File: config.mk
export PLATFORM = sky130hd
export DESIGN_NAME = sample_width_convert_flat
export DESIGN_NICKNAME = d
export VERILOG_FILES = /design/src/rtl/sample_width_convert_pkg.sv /design/src/rtl/sample_width_convert_if.sv /design/src/rtl/sample_width_convert_round_sat.sv /design/src/rtl/sample_width_convert.sv /design/src/flat_wrapper.sv
export SDC_FILE = /design/constraint.sdc
export NUM_CORES = 1
export LEC_CHECK = 0
export ABC_AREA = 1
export CAP_MARGIN = 15
export CORE_MARGIN = 8
export CORE_UTILIZATION = 45
export DETAILED_ROUTE_END_ITERATION = 8
export PLACE_DENSITY = 0.78
export SLEW_MARGIN = 20
export SYNTH_ARGS = -nofsm -noshare
export SYNTH_HDL_FRONTEND = slang
export SYNTH_HIERARCHICAL = 1
export SYNTH_SLANG_ARGS = --single-unit
File: constraint.sdc
create_clock -name clk_i -period 2.94 [get_ports clk_i]
set_input_delay 0.588 -clock clk_i [delete_from_list [all_inputs] [get_ports clk_i]]
set_output_delay 0.588 -clock clk_i [all_outputs]
set_load 0.02 [all_outputs]
File: src/rtl/sample_width_convert_pkg.sv
// Shared format definitions for the sample width converter: mode bit
// positions, the mode encoding and the channel-tag width helper.
package sample_fmt_pkg;

    localparam int MODE_SIGNED_BIT  = 0;
    localparam int MODE_JUSTIFY_BIT = 1;

    typedef enum logic [1:0] {
        FMT_U_LSB = 2'd0,
        FMT_S_LSB = 2'd1,
        FMT_U_MSB = 2'd2,
        FMT_S_MSB = 2'd3
    } fmt_mode_e;

    // Channel tag width; a single-channel stream still carries a 1-bit tag.
    function automatic int ch_width(input int n);
        if (n <= 1) begin
            return 1;
        end else begin
            return $clog2(n);
        end
    endfunction

endpackage

File: src/rtl/sample_width_convert_if.sv
// Stream bundle for the sample width converter: input beat, output beat,
// clip sideband and clip-counter access. The converter is the slave.
interface sample_width_convert_if #(
    parameter int IN_WD  = 16,
    parameter int OUT_WD = 24,
    parameter int CH_NUM = 2,
    parameter int CNT_WD = 16
);
    localparam int CH_WD = sample_fmt_pkg::ch_width(CH_NUM);

    logic                       in_valid_i;
    logic                       in_ready_o;
    logic [IN_WD-1:0]           in_data_i;
    logic [CH_WD-1:0]           in_ch_i;
    logic [1:0]                 mode_i;
    logic                       out_valid_o;
    logic                       out_ready_i;
    logic [OUT_WD-1:0]          out_data_o;
    logic [CH_WD-1:0]           out_ch_o;
    logic                       clip_o;
    logic [CH_NUM*CNT_WD-1:0]   clip_cnt_o;
    logic                       clip_clr_i;

    modport master (
        output in_valid_i, in_data_i, in_ch_i, mode_i, out_ready_i, clip_clr_i,
        input  in_ready_o, out_valid_o, out_data_o, out_ch_o, clip_o, clip_cnt_o
    );

    modport slave (
        input  in_valid_i, in_data_i, in_ch_i, mode_i, out_ready_i, clip_clr_i,
        output in_ready_o, out_valid_o, out_data_o, out_ch_o, clip_o, clip_cnt_o
    );

endinterface

File: src/rtl/sample_width_convert_round_sat.sv
// Combinational stage-2 conversion: extend/justify when widening, pass
// through on equal widths, clamp (optionally after rounding) when narrowing.
module sample_round_sat
    import sample_fmt_pkg::*;
#(
    parameter int IN_WD  = 16,
    parameter int OUT_WD = 24
) (
    input  logic [IN_WD-1:0]  data_i,
    input  logic [IN_WD:0]    rsum_i,
    input  logic [1:0]        mode_i,
    output logic [OUT_WD-1:0] data_o,
    output logic              clip_o
);

    if (OUT_WD > IN_WD) begin : g_widen
        localparam int PAD = OUT_WD - IN_WD;
        logic unused_s;
        assign unused_s = ^rsum_i;

        // Widening never clips: justify shifts up, otherwise extend the MSBs.
        always_comb begin
            clip_o = 1'b0;
            if (mode_i[MODE_JUSTIFY_BIT]) begin
                data_o = {data_i, {PAD{1'b0}}};
            end else if (mode_i[MODE_SIGNED_BIT]) begin
                data_o = {{PAD{data_i[IN_WD-1]}}, data_i};
            end else begin
                data_o = {{PAD{1'b0}}, data_i};
            end
        end
    end else if (OUT_WD == IN_WD) begin : g_pass
        logic unused_s;
        assign unused_s = ^{rsum_i, mode_i};
        assign data_o   = data_i;
        assign clip_o   = 1'b0;
    end else begin : g_narrow
        localparam int D = IN_WD - OUT_WD;
        // Two guard bits above the data keep unsigned rounding overflow positive.
        localparam logic signed [IN_WD+1:0] S_MAX = {{(D+3){1'b0}}, {(OUT_WD-1){1'b1}}};
        localparam logic signed [IN_WD+1:0] S_MIN = ~S_MAX;
        localparam logic signed [IN_WD+1:0] U_MAX = {{(D+2){1'b0}}, {OUT_WD{1'b1}}};

        logic signed [IN_WD+1:0] val_s;

        // Form the pre-clamp value, then clamp it to the output range.
        always_comb begin
            if (mode_i[MODE_JUSTIFY_BIT]) begin
                if (mode_i[MODE_SIGNED_BIT]) begin
                    val_s = $signed({rsum_i[IN_WD], rsum_i}) >>> D;
                end else begin
                    val_s = $signed({1'b0, rsum_i}) >>> D;
                end
            end else if (mode_i[MODE_SIGNED_BIT]) begin
                val_s = $signed({{2{data_i[IN_WD-1]}}, data_i});
            end else begin
                val_s = $signed({2'b00, data_i});
            end

            data_o = val_s[OUT_WD-1:0];
            clip_o = 1'b0;
            if (mode_i[MODE_SIGNED_BIT]) begin
                if (val_s > S_MAX) begin
                    data_o = S_MAX[OUT_WD-1:0];
                    clip_o = 1'b1;
                end else if (val_s < S_MIN) begin
                    data_o = S_MIN[OUT_WD-1:0];
                    clip_o = 1'b1;
                end else begin
                    data_o = val_s[OUT_WD-1:0];
                    clip_o = 1'b0;
                end
            end else begin
                if (val_s > U_MAX) begin
                    data_o = U_MAX[OUT_WD-1:0];
                    clip_o = 1'b1;
                end else begin
                    data_o = val_s[OUT_WD-1:0];
                    clip_o = 1'b0;
                end
            end
        end
    end

endmodule

File: src/rtl/sample_width_convert.sv
// Two-stage valid/ready sample width converter with per-channel saturating
// clip counters. Stage 1 captures the beat (and its rounding sum), stage 2
// holds the converted, registered output.
module sample_width_convert
    import sample_fmt_pkg::*;
#(
    parameter int IN_WD  = 16,
    parameter int OUT_WD = 24,
    parameter int CH_NUM = 2,
    parameter int CNT_WD = 16
) (
    input  logic                  clk_i,
    input  logic                  rst_i,
    sample_width_convert_if.slave bus
);

    localparam int CH_WD = ch_width(CH_NUM);
    localparam int RND_D = (IN_WD > OUT_WD) ? (IN_WD - OUT_WD) : 1;
    localparam logic [IN_WD:0]    RND_HALF = {{IN_WD{1'b0}}, 1'b1} << (RND_D - 1);
    localparam logic [CNT_WD-1:0] CNT_ONE  = {{(CNT_WD-1){1'b0}}, 1'b1};
    localparam logic [CNT_WD-1:0] CNT_MAX  = {CNT_WD{1'b1}};

    logic                s1_valid_r;
    logic [IN_WD-1:0]    s1_data_r;
    logic [CH_WD-1:0]    s1_ch_r;
    fmt_mode_e           s1_mode_r;
    logic [IN_WD:0]      s1_rsum_r;
    logic                s2_valid_r;
    logic [OUT_WD-1:0]   s2_data_r;
    logic [CH_WD-1:0]    s2_ch_r;
    logic                s2_clip_r;

    logic                s1_adv_s;
    logic                s2_adv_s;
    logic [IN_WD:0]      in_ext_s;
    logic [IN_WD:0]      rsum_s;
    logic [OUT_WD-1:0]   conv_data_s;
    logic                conv_clip_s;
    logic                clip_hit_s;

    assign s2_adv_s       = ~s2_valid_r | bus.out_ready_i;
    assign s1_adv_s       = ~s1_valid_r | s2_adv_s;
    assign bus.in_ready_o = s1_adv_s;

    assign in_ext_s = bus.mode_i[MODE_SIGNED_BIT] ? {bus.in_data_i[IN_WD-1], bus.in_data_i}
                                                  : {1'b0, bus.in_data_i};
    assign rsum_s   = in_ext_s + RND_HALF;

    // Stage 1: capture the accepted beat, its mode and its round-half-up sum.
    always_ff @(posedge clk_i or posedge rst_i) begin
        if (rst_i) begin
            s1_valid_r <= 1'b0;
            s1_data_r  <= {IN_WD{1'b0}};
            s1_ch_r    <= {CH_WD{1'b0}};
            s1_mode_r  <= FMT_U_LSB;
            s1_rsum_r  <= {(IN_WD+1){1'b0}};
        end else if (s1_adv_s) begin
            s1_valid_r <= bus.in_valid_i;
            if (bus.in_valid_i) begin
                s1_data_r <= bus.in_data_i;
                s1_ch_r   <= bus.in_ch_i;
                s1_mode_r <= fmt_mode_e'(bus.mode_i);
                s1_rsum_r <= rsum_s;
            end
        end
    end

    sample_round_sat #(
        .IN_WD  (IN_WD),
        .OUT_WD (OUT_WD)
    ) u_round_sat (
        .data_i (s1_data_r),
        .rsum_i (s1_rsum_r),
        .mode_i (s1_mode_r),
        .data_o (conv_data_s),
        .clip_o (conv_clip_s)
    );

    // Stage 2: register the converted sample whenever the output slot frees up.
    always_ff @(posedge clk_i or posedge rst_i) begin
        if (rst_i) begin
            s2_valid_r <= 1'b0;
            s2_data_r  <= {OUT_WD{1'b0}};
            s2_ch_r    <= {CH_WD{1'b0}};
            s2_clip_r  <= 1'b0;
        end else if (s2_adv_s) begin
            s2_valid_r <= s1_valid_r;
            if (s1_valid_r) begin
                s2_data_r <= conv_data_s;
                s2_ch_r   <= s1_ch_r;
                s2_clip_r <= conv_clip_s;
            end
        end
    end

    assign bus.out_valid_o = s2_valid_r;
    assign bus.out_data_o  = s2_data_r;
    assign bus.out_ch_o    = s2_ch_r;
    assign bus.clip_o      = s2_clip_r;

    assign clip_hit_s = s2_valid_r & bus.out_ready_i & s2_clip_r;

    for (genvar gi = 0; gi < CH_NUM; gi++) begin : g_cnt
        logic [CNT_WD-1:0] cnt_r;
        logic              hit_s;

        assign hit_s = clip_hit_s & (s2_ch_r == CH_WD'(gi));

        // Saturating clip count; a clear still records a clip landing the same cycle.
        always_ff @(posedge clk_i or posedge rst_i) begin
            if (rst_i) begin
                cnt_r <= {CNT_WD{1'b0}};
            end else if (bus.clip_clr_i) begin
                cnt_r <= hit_s ? CNT_ONE : {CNT_WD{1'b0}};
            end else if (hit_s && (cnt_r != CNT_MAX)) begin
                cnt_r <= cnt_r + CNT_ONE;
            end
        end

        assign bus.clip_cnt_o[gi*CNT_WD +: CNT_WD] = cnt_r;
    end

endmodule

File: src/flat_wrapper.sv
// flat-port wrapper written by rule: the top's interface ports become plain ports
module sample_width_convert_flat import sample_fmt_pkg::*;
#(
    parameter int IN_WD  = 16,
    parameter int OUT_WD = 24,
    parameter int CH_NUM = 2,
    parameter int CNT_WD = 16
)
  (clk_i, rst_i, bus_in_valid_i, bus_in_data_i, bus_in_ch_i, bus_mode_i, bus_out_ready_i, bus_clip_clr_i, bus_in_ready_o, bus_out_valid_o, bus_out_data_o, bus_out_ch_o, bus_clip_o, bus_clip_cnt_o);
  sample_width_convert_if #(.IN_WD(IN_WD), .OUT_WD(OUT_WD), .CH_NUM(CH_NUM), .CNT_WD(CNT_WD)) bus_i ();
  input  logic clk_i;
  input  logic rst_i;
  input wire logic [$bits(bus_i.in_valid_i)-1:0] bus_in_valid_i;
  input wire logic [$bits(bus_i.in_data_i)-1:0] bus_in_data_i;
  input wire logic [$bits(bus_i.in_ch_i)-1:0] bus_in_ch_i;
  input wire logic [$bits(bus_i.mode_i)-1:0] bus_mode_i;
  input wire logic [$bits(bus_i.out_ready_i)-1:0] bus_out_ready_i;
  input wire logic [$bits(bus_i.clip_clr_i)-1:0] bus_clip_clr_i;
  output wire logic [$bits(bus_i.in_ready_o)-1:0] bus_in_ready_o;
  output wire logic [$bits(bus_i.out_valid_o)-1:0] bus_out_valid_o;
  output wire logic [$bits(bus_i.out_data_o)-1:0] bus_out_data_o;
  output wire logic [$bits(bus_i.out_ch_o)-1:0] bus_out_ch_o;
  output wire logic [$bits(bus_i.clip_o)-1:0] bus_clip_o;
  output wire logic [$bits(bus_i.clip_cnt_o)-1:0] bus_clip_cnt_o;
  assign bus_i.in_valid_i = bus_in_valid_i;
  assign bus_i.in_data_i = bus_in_data_i;
  assign bus_i.in_ch_i = bus_in_ch_i;
  assign bus_i.mode_i = bus_mode_i;
  assign bus_i.out_ready_i = bus_out_ready_i;
  assign bus_i.clip_clr_i = bus_clip_clr_i;
  assign bus_in_ready_o = bus_i.in_ready_o;
  assign bus_out_valid_o = bus_i.out_valid_o;
  assign bus_out_data_o = bus_i.out_data_o;
  assign bus_out_ch_o = bus_i.out_ch_o;
  assign bus_clip_o = bus_i.clip_o;
  assign bus_clip_cnt_o = bus_i.clip_cnt_o;
  sample_width_convert #(.IN_WD(IN_WD), .OUT_WD(OUT_WD), .CH_NUM(CH_NUM), .CNT_WD(CNT_WD)) u_core (.clk_i(clk_i), .rst_i(rst_i), .bus(bus_i));
endmodule
Word-level counts from Yosys, hierarchy flattened --
Index checks and enable logic that the tools add are counted.
Storage, ports and cells: bits in registers 62, input port bits 24, output and inout bits 60, word-level logic and storage cells 17
Cells by class: muxes and demuxes 3, bitwise operators 4, reductions and logical operators 2
Operators by type and width (count):
- 24-bit 2-to-1 mux | 2
- 16-bit 2-to-1 mux | 1
- 2-bit AND reduction | 2
- 1-bit NOT | 2
- 1-bit bitwise OR | 2

Longest topological paths before layout --
Gate-level depths: netlist (run 1).
depth in word-level cells 4, gate-level depth with buffers 10

Hierarchy --
Netlist (run 1), hierarchy kept.
Modules (own cells, without submodules):
- sample_width_convert | instances 1, cells an instance 608, area an instance 4845.9 µm², seq. area each 2402.3 µm²
- sample_round_sat | instances 1, cells an instance 63, area an instance 280.3 µm², seq. area each 0.0 µm²

Worst setup path after synthesis (run 1) --
Ideal clock, no wire load.
path type input-to-reg, start in bus_out_ready_i, end reg u_core/s1_rsum_r[11] (netlist name), setup time 0.133 ns, arrival time 1.567 ns, slack 1.239 ns, stages 7, path through inv_1 nand3_1 nand2_1 clkbuf_1 nor2_1 nand2_1 o211ai_1
RTL lines:
- from (decl) | line flat_wrapper.sv:17 | input wire logic [$bits(bus_i.out_ready_i)-1:0] bus_out_ready_i;

Worst setup path after layout (run 1) --
start in bus_out_ready_i, end out bus_in_ready_o
Between the ends: word-level cells in the longest chain between the ends 2
Ends and longest elaborated chain:
- 1-bit bitwise OR | line sample_width_convert.sv:41 | assign s2_adv_s = ~s2_valid_r | bus.out_ready_i;
- 1-bit bitwise OR | line sample_width_convert.sv:42 | assign s1_adv_s = ~s1_valid_r | s2_adv_s;
- to (decl) | line flat_wrapper.sv:19 | output wire logic [$bits(bus_i.in_ready_o)-1:0] bus_in_ready_o;
Every way passes these cells.

==> results.md, run 1 <==
- Status: finished clean
- Final setup viols: 0
- Drt pass-1 iters: 4
- Initial antenna violation count: 0
- Hold path cells: 2
- Setup_tns: 0 ns
- Root Buffer: clkbuf_8
- Critical Path End Type: output port
- Clock latency at the later pin of the worst-skew pair: 0.35 ns
- Hold crit path type: reg -> reg
- Core Footprint: 0.00920 mm2
- CTS resizes: 0
- WP data arrival: ~1.8 ns
- Worst path slowest cell: clkdlybuf4s50_1
- CTS tree: done
- Worst r2r src: u_core/g_cnt[0].cnt_r[0]$_DFFE_PP0P_
- Port Buffers: 83
- DRT iter0 DRCs: about 180
- Die H: roughly 110 um
- Synth Instances: 555
- Final worst-path cycle share: between 80 and 90%
- Via count: ~3.8k
- R2r worst-path depth: 8
- Post CTS Setup Buffer Count: 0
- Crit path max-delay family: buffers and inverters
- Cell area after synthesis: 0.00424 mm2
- Final WL: roughly 10000 um
- Tot Pwr: 3.10 mW
- Critical path peak fanout: 3
- Largest net degree at the start of global routing: between 50 and 60
- DIE WIDTH: between 100 and 150 um
- Maximum VDD drop: 0.370 mV
- Slew @ Worst Pin: 0.902 ns
- Worst Setup Path Type: in -> out
- Clk sinks: 79
- Cell Pwr Density: around 580 mW/mm2
- I/O pins: 84
- Max-slew headroom: around 40%
- Period minus WS final: around 2.4 ns
- Mapped Avg Cell Area: about 7.6 um2
- Setup crit end: bus_in_ready_o
- RSZ-0062 raised after global routing: no
- ANT cells: 0
- Fin nets: roughly 660
- Post-detailed-route count of antenna-violating nets: 0
- Congestion Overflow GR: 0
- CP dominant cell by count: clkdlybuf4s50_1
- Vias in the first global route: between 3k and 4k
- Clock-pin transition on the worst setup and hold timing paths: 0.08 ns
- Num CTS Buffers: 9
- Vias per cell: 5.04
- GRT Util Overall: about 17%
- Leak: 2.66 nW
- Syn_nets: 581
- R2r setup slk: approximately 1.1 ns
- CP Launch Type: input port
- Setup Skew: ~0.012 ns
- Area Overhead vs Synth: 25.9%
- CTS HTree Levels: 3
- Initial core utilization: 46.1%
- DP HPWL: approximately 7500 um
- Max Freq: 412 MHz
- Hold-fix buffers at CTS: 0
- Num rows: 35
- WL per Instance: approximately 14 um
- Max-Cap Viols: 0
- Layout cells sized above 1: between 9 and 10%
- CP required: between 2 and 2.5 ns
- Pins Over Slew Limit: 0
- CP Cell Sequence: clkdlybuf4s50_1 > inv_1 > nand3_1 > clkdlybuf4s50_1
- Final hold viol count: 0
- GP Congestion: 0.863
- Worst path depth: 4
- Yosys warns: 6
- WP buf/inv: 3
- Drt drc: 0
- Crit. Startpoint: bus_out_ready_i
- Max Buffers Root-to-Sink: 2
- CP max stage delay: roughly 0.62 ns
- R2r endpoint: u_core/g_cnt[0].cnt_r[14]$_DFFE_PP0P_
- Die area: around 0.013 mm2
- First-pass GRT wire length: approximately 17000 um
==> power by group <==
group	total [mW]	switching (mW)	internal (mW)
logic	0.903	0.464	0.439
clock network	0.793	0.403	0.390
registers	1.40	0.137	1.26
==> flip-flops by register name, indices dropped and copies added, names as in the netlist <==
register                flops
u_core/bus.out_data_o      24
u_core/bus.out_valid_o      1
u_core/bus.clip_o           1
u_core/bus.out_ch_o         1
u_core/s1_ch_r              1
u_core/s1_mode_r            2
u_core/g_cnt.cnt_r         32
u_core/s1_data_r           16
u_core/s1_valid_r           1
==> placed cells by master, fill, tap and decap left out <==
cell type        instances
a21oi_1                  5
buf_12                   1
buf_4                    3
bufinv_16                1
clkbuf_1                 1
clkbuf_8                 9
clkdlybuf4s50_1         83
clkinv_2                 4
clkinv_4                 1
clkinvlp_4               1
conb_1                   1
dfrtp_1                 79
ha_1                     2
inv_1                   65
inv_4                    1
mux2_2                  26
nand2_1                222
nand2_2                  3
nand3_1                 31
nand3_4                  1
nand4_1                 14
nor2_1                  57
nor2_2                   5
nor2_4                   7
o21ai_0                 12
o21bai_1                 3
xor2_1                   4
==> tightest hold or removal path, stage by stage, from the launching register on <==
cell,delay (ns)
dfrtp_1,0.35
nand2_1,0.06
nand2_1,0.06
==> per-stage QoR <==
step | hold slack [ns] | cells | setup slack [ns] | util, % | area (um2)
6_report | 0.499 | 753 | 0.514 | 58.0 | 5330
5_1_grt | 0.514 | 753 | 0.445 | 58.0 | 5330
4_1_cts | 0.498 | 753 | 0.505 | 58.0 | 5330
3_5_place_dp | 0.477 | 737 | 0.511 | 55.9 | 5140
3_3_place_gp | 0.464 | 737 | 0.512 | 55.9 | 5140
2_1_floorplan | 0.450 | 555 | 0.329 | - | 4240
==> routing by layer <==
| metal | track usage (%) | routed length, um |
|---|---|---|
| met1 | 19.6 | 4490 |
| met2 | 27.8 | 5030 |
| met3 | 5.96 | 770 |
| met4 | 5.15 | 88 |
| met5 | 0 | 0 |
==> how the worst min path moves through the flow <==
stage                               start                         end  slack (ns)
2_1_floorplan  u_core/s1_ch_r$_DFFE_PP0P_  u_core/s1_ch_r$_DFFE_PP0P_        0.45
3_3_place_gp   u_core/s1_ch_r$_DFFE_PP0P_  u_core/s1_ch_r$_DFFE_PP0P_        0.46
3_5_place_dp   u_core/s1_ch_r$_DFFE_PP0P_  u_core/s1_ch_r$_DFFE_PP0P_        0.48
4_1_cts        u_core/s1_ch_r$_DFFE_PP0P_  u_core/s1_ch_r$_DFFE_PP0P_        0.50
5_1_grt        u_core/s1_ch_r$_DFFE_PP0P_  u_core/s1_ch_r$_DFFE_PP0P_        0.51
6_report       u_core/s1_ch_r$_DFFE_PP0P_  u_core/s1_ch_r$_DFFE_PP0P_        0.50
==> layout make-up <==
class | instances | area, um2
clock buffer | 10 | 128
clock inverter | 6 | 61.3
fill | 845 | 3860
inverter | 67 | 255
multi-input combinational | 393 | 1900
sequential | 79 | 1980
tap | 111 | 139
timing repair buffer | 87 | 873
Note: power is estimated with default switching activity, not from simulation.
==> run 2, diff against run 1 <==
clock period = 2.23 ns   (was 2.94 ns; I/O delays follow)
==> run 2 against run 1 <==
  * Register-to-register slack got worse by 0.62 ns
  * Via count is 1.2% lower
  * Combinational power up 36%
  * Sequential power up 31%
  * Die area unchanged
==> results.md, run 2 (same netlist as run 1, synthesis figures left out) <==
- Status: finished clean
- Largest Register: u_core/g_cnt.cnt_r
- Port Buffers: just over 80
- Post CTS Setup Buffer Count: 0
- Setup_tns: 0 ns
- DRT iter0 DRCs: 156
- Area occupied by multi-input gates: 0.00190 mm2
- Root Buffer: clkbuf_8
- CTS resizes: 0
- Hold-fix buffers at CTS: 0
- Drt pass-1 iters: 4
- Leak: about 2.7 nW
- Most common cell after layout, fill and taps aside: nand2_1
- CTS tree: done
- Pins Over Slew Limit: 0
- Maximum VDD drop: between 0.5 and 0.6 mV
- Final WL: 10200 um
- # fillers: about 830
- CP required: 1.78 ns
- Die H: ~110 um
- Max Buffers Root-to-Sink: 2
- Worst r2r src: u_core/g_cnt[0].cnt_r[0]$_DFFE_PP0P_
- Setup Skew: approximately 0.016 ns
- Final worst-path cycle share: between 90% and 100%
- Critical Path End Type: output port
- ANT cells: 0
- Num rows: 35
- Layout Utilization: a little under 60%
- Final hold viol count: 0
- Die area: 0.0128 mm2
- Most frequent cells in the layout: 222 x nand2_1, 83 x clkdlybuf4s50_1, 79 x dfrtp_1
- DP HPWL: about 7300 um
- Max-Cap Viols: 0
- WL per Instance: 13.4 um
- Layout cells sized above 1: 10.7%
- GRT Util Overall: ~16%
- Final setup viols: 0
- R2r setup slk: around 0.47 ns
- Sequential cell area: roughly 0.002 mm2
- Largest net degree at the start of global routing: 80
- Clock latency at the later pin of the worst-skew pair: around 0.35 ns
- Hold Crit Endpoint: u_core/s1_ch_r$_DFFE_PP0P_
- Largest register FFs: 32
- Hold path cells: 2
- WP data arrival: roughly 1.7 ns
- Post-detailed-route count of antenna-violating nets: 0
- Vias in the first global route: approximately 3.8k
- Initial core utilization: a little under half
- I/O pins: 84
- Area Overhead vs Synth: 26.9%
- First-pass GRT wire length: 17400 um
- Vias per cell: 4.95
- Critical path peak fanout: 2
- Fin nets: between 600 and 700
- Clk sinks: 79
- GP Congestion: ~0.89
- Num CTS Buffers: 9
- CP Launch Type: input port
- Hold crit path type: reg -> reg
- Clock-pin transition on the worst setup and hold timing paths: about 0.09 ns
- Period minus WS final: 2.13 ns
- R2r worst-path depth: 9
- Initial antenna violation count: 0
- Post-route cell area: 0.00538 mm2
- DIE WIDTH: approximately 110 um
- Congestion Overflow GR: 0
- RSZ-0062 raised after global routing: no
- Via count: roughly 3.8k
- Cell Pwr Density: 752 mW/mm2
- Max Freq: 470 MHz
- Core Footprint: between 0.009 and 0.01 mm2
- R2r endpoint: u_core/g_cnt[0].cnt_r[15]$_DFFE_PP0P_
- Drt drc: 0
- Placed cell area: between 0.005 and 0.006 mm2
- HP Start: u_core/s1_ch_r$_DFFE_PP0P_
- Worst Setup Path Type: in -> out
- CTS HTree Levels: 3
==> run 2: cell types whose count changed in the layout (fill, tap and decap cells not counted) <==
cell / change
clkinv_4: +1
buf_12: +1
inv_6: +2
clkinv_2: -3
bufinv_16: -1
clkinvlp_4: +2
buf_4: +4
clkbuf_1: -1
==> run 2: power by group <==
group	switching (mW)	total (mW)	internal (mW)
logic	0.634	1.23	0.595
registers	0.161	1.83	1.67
clock network	0.571	0.985	0.414
==> run 2: worst max-delay path by stage <==
stage | start | to | cells after the start
after CTS | bus_out_ready_i | bus_in_ready_o | 4
after detailed placement | bus_out_ready_i | bus_in_ready_o | 4
after global placement | bus_out_ready_i | bus_in_ready_o | 4
after floorplan | u_core/g_cnt[0].cnt_r[1]$_DFFE_PP0P_ | u_core/g_cnt[0].cnt_r[7]$_DFFE_PP0P_ | 10
final | bus_out_ready_i | bus_in_ready_o | 4
after global routing | bus_out_ready_i | bus_in_ready_o | 4
==> run 2: metrics by stage <==
step,total power [mW],std cells,hold WS [ns],setup WS [ns]
final,4.04,758,0.495,0.103
after global routing,4.26,758,0.539,0.0522
after CTS,4.11,758,0.493,0.0948
after detailed placement,3.10,742,0.472,0.105
after global placement,3.07,742,0.464,0.106
after floorplan,2.52,555,0.450,0.598
==> run 2: layout make-up <==
cell class | instances | area share [%]
Timing Repair Buffer | 92 | 17.2
Clock inverter | 7 | 1.02
Tap cell | 111 | 2.58
Sequential cell | 79 | 36.8
Clock buffer | 9 | 2.30
Inverter | 67 | 4.79
Multi-Input combinational cell | 393 | 35.4
==> run 2: layer usage <==
layer,track usage [%],vias to the layer above,wire (um)
li1,-,1887,-
met1,19.4,1730,4490
met2,27.5,119,4770
met3,4.79,14,781
met4,6.84,0,133
met5,0,-,0
==> run 2: worst max-delay path, cell delays in order <==
cell	delay (ns)
clkdlybuf4s50_1	0.48
inv_1	0.05
nand3_1	0.09
clkdlybuf4s50_1	0.61
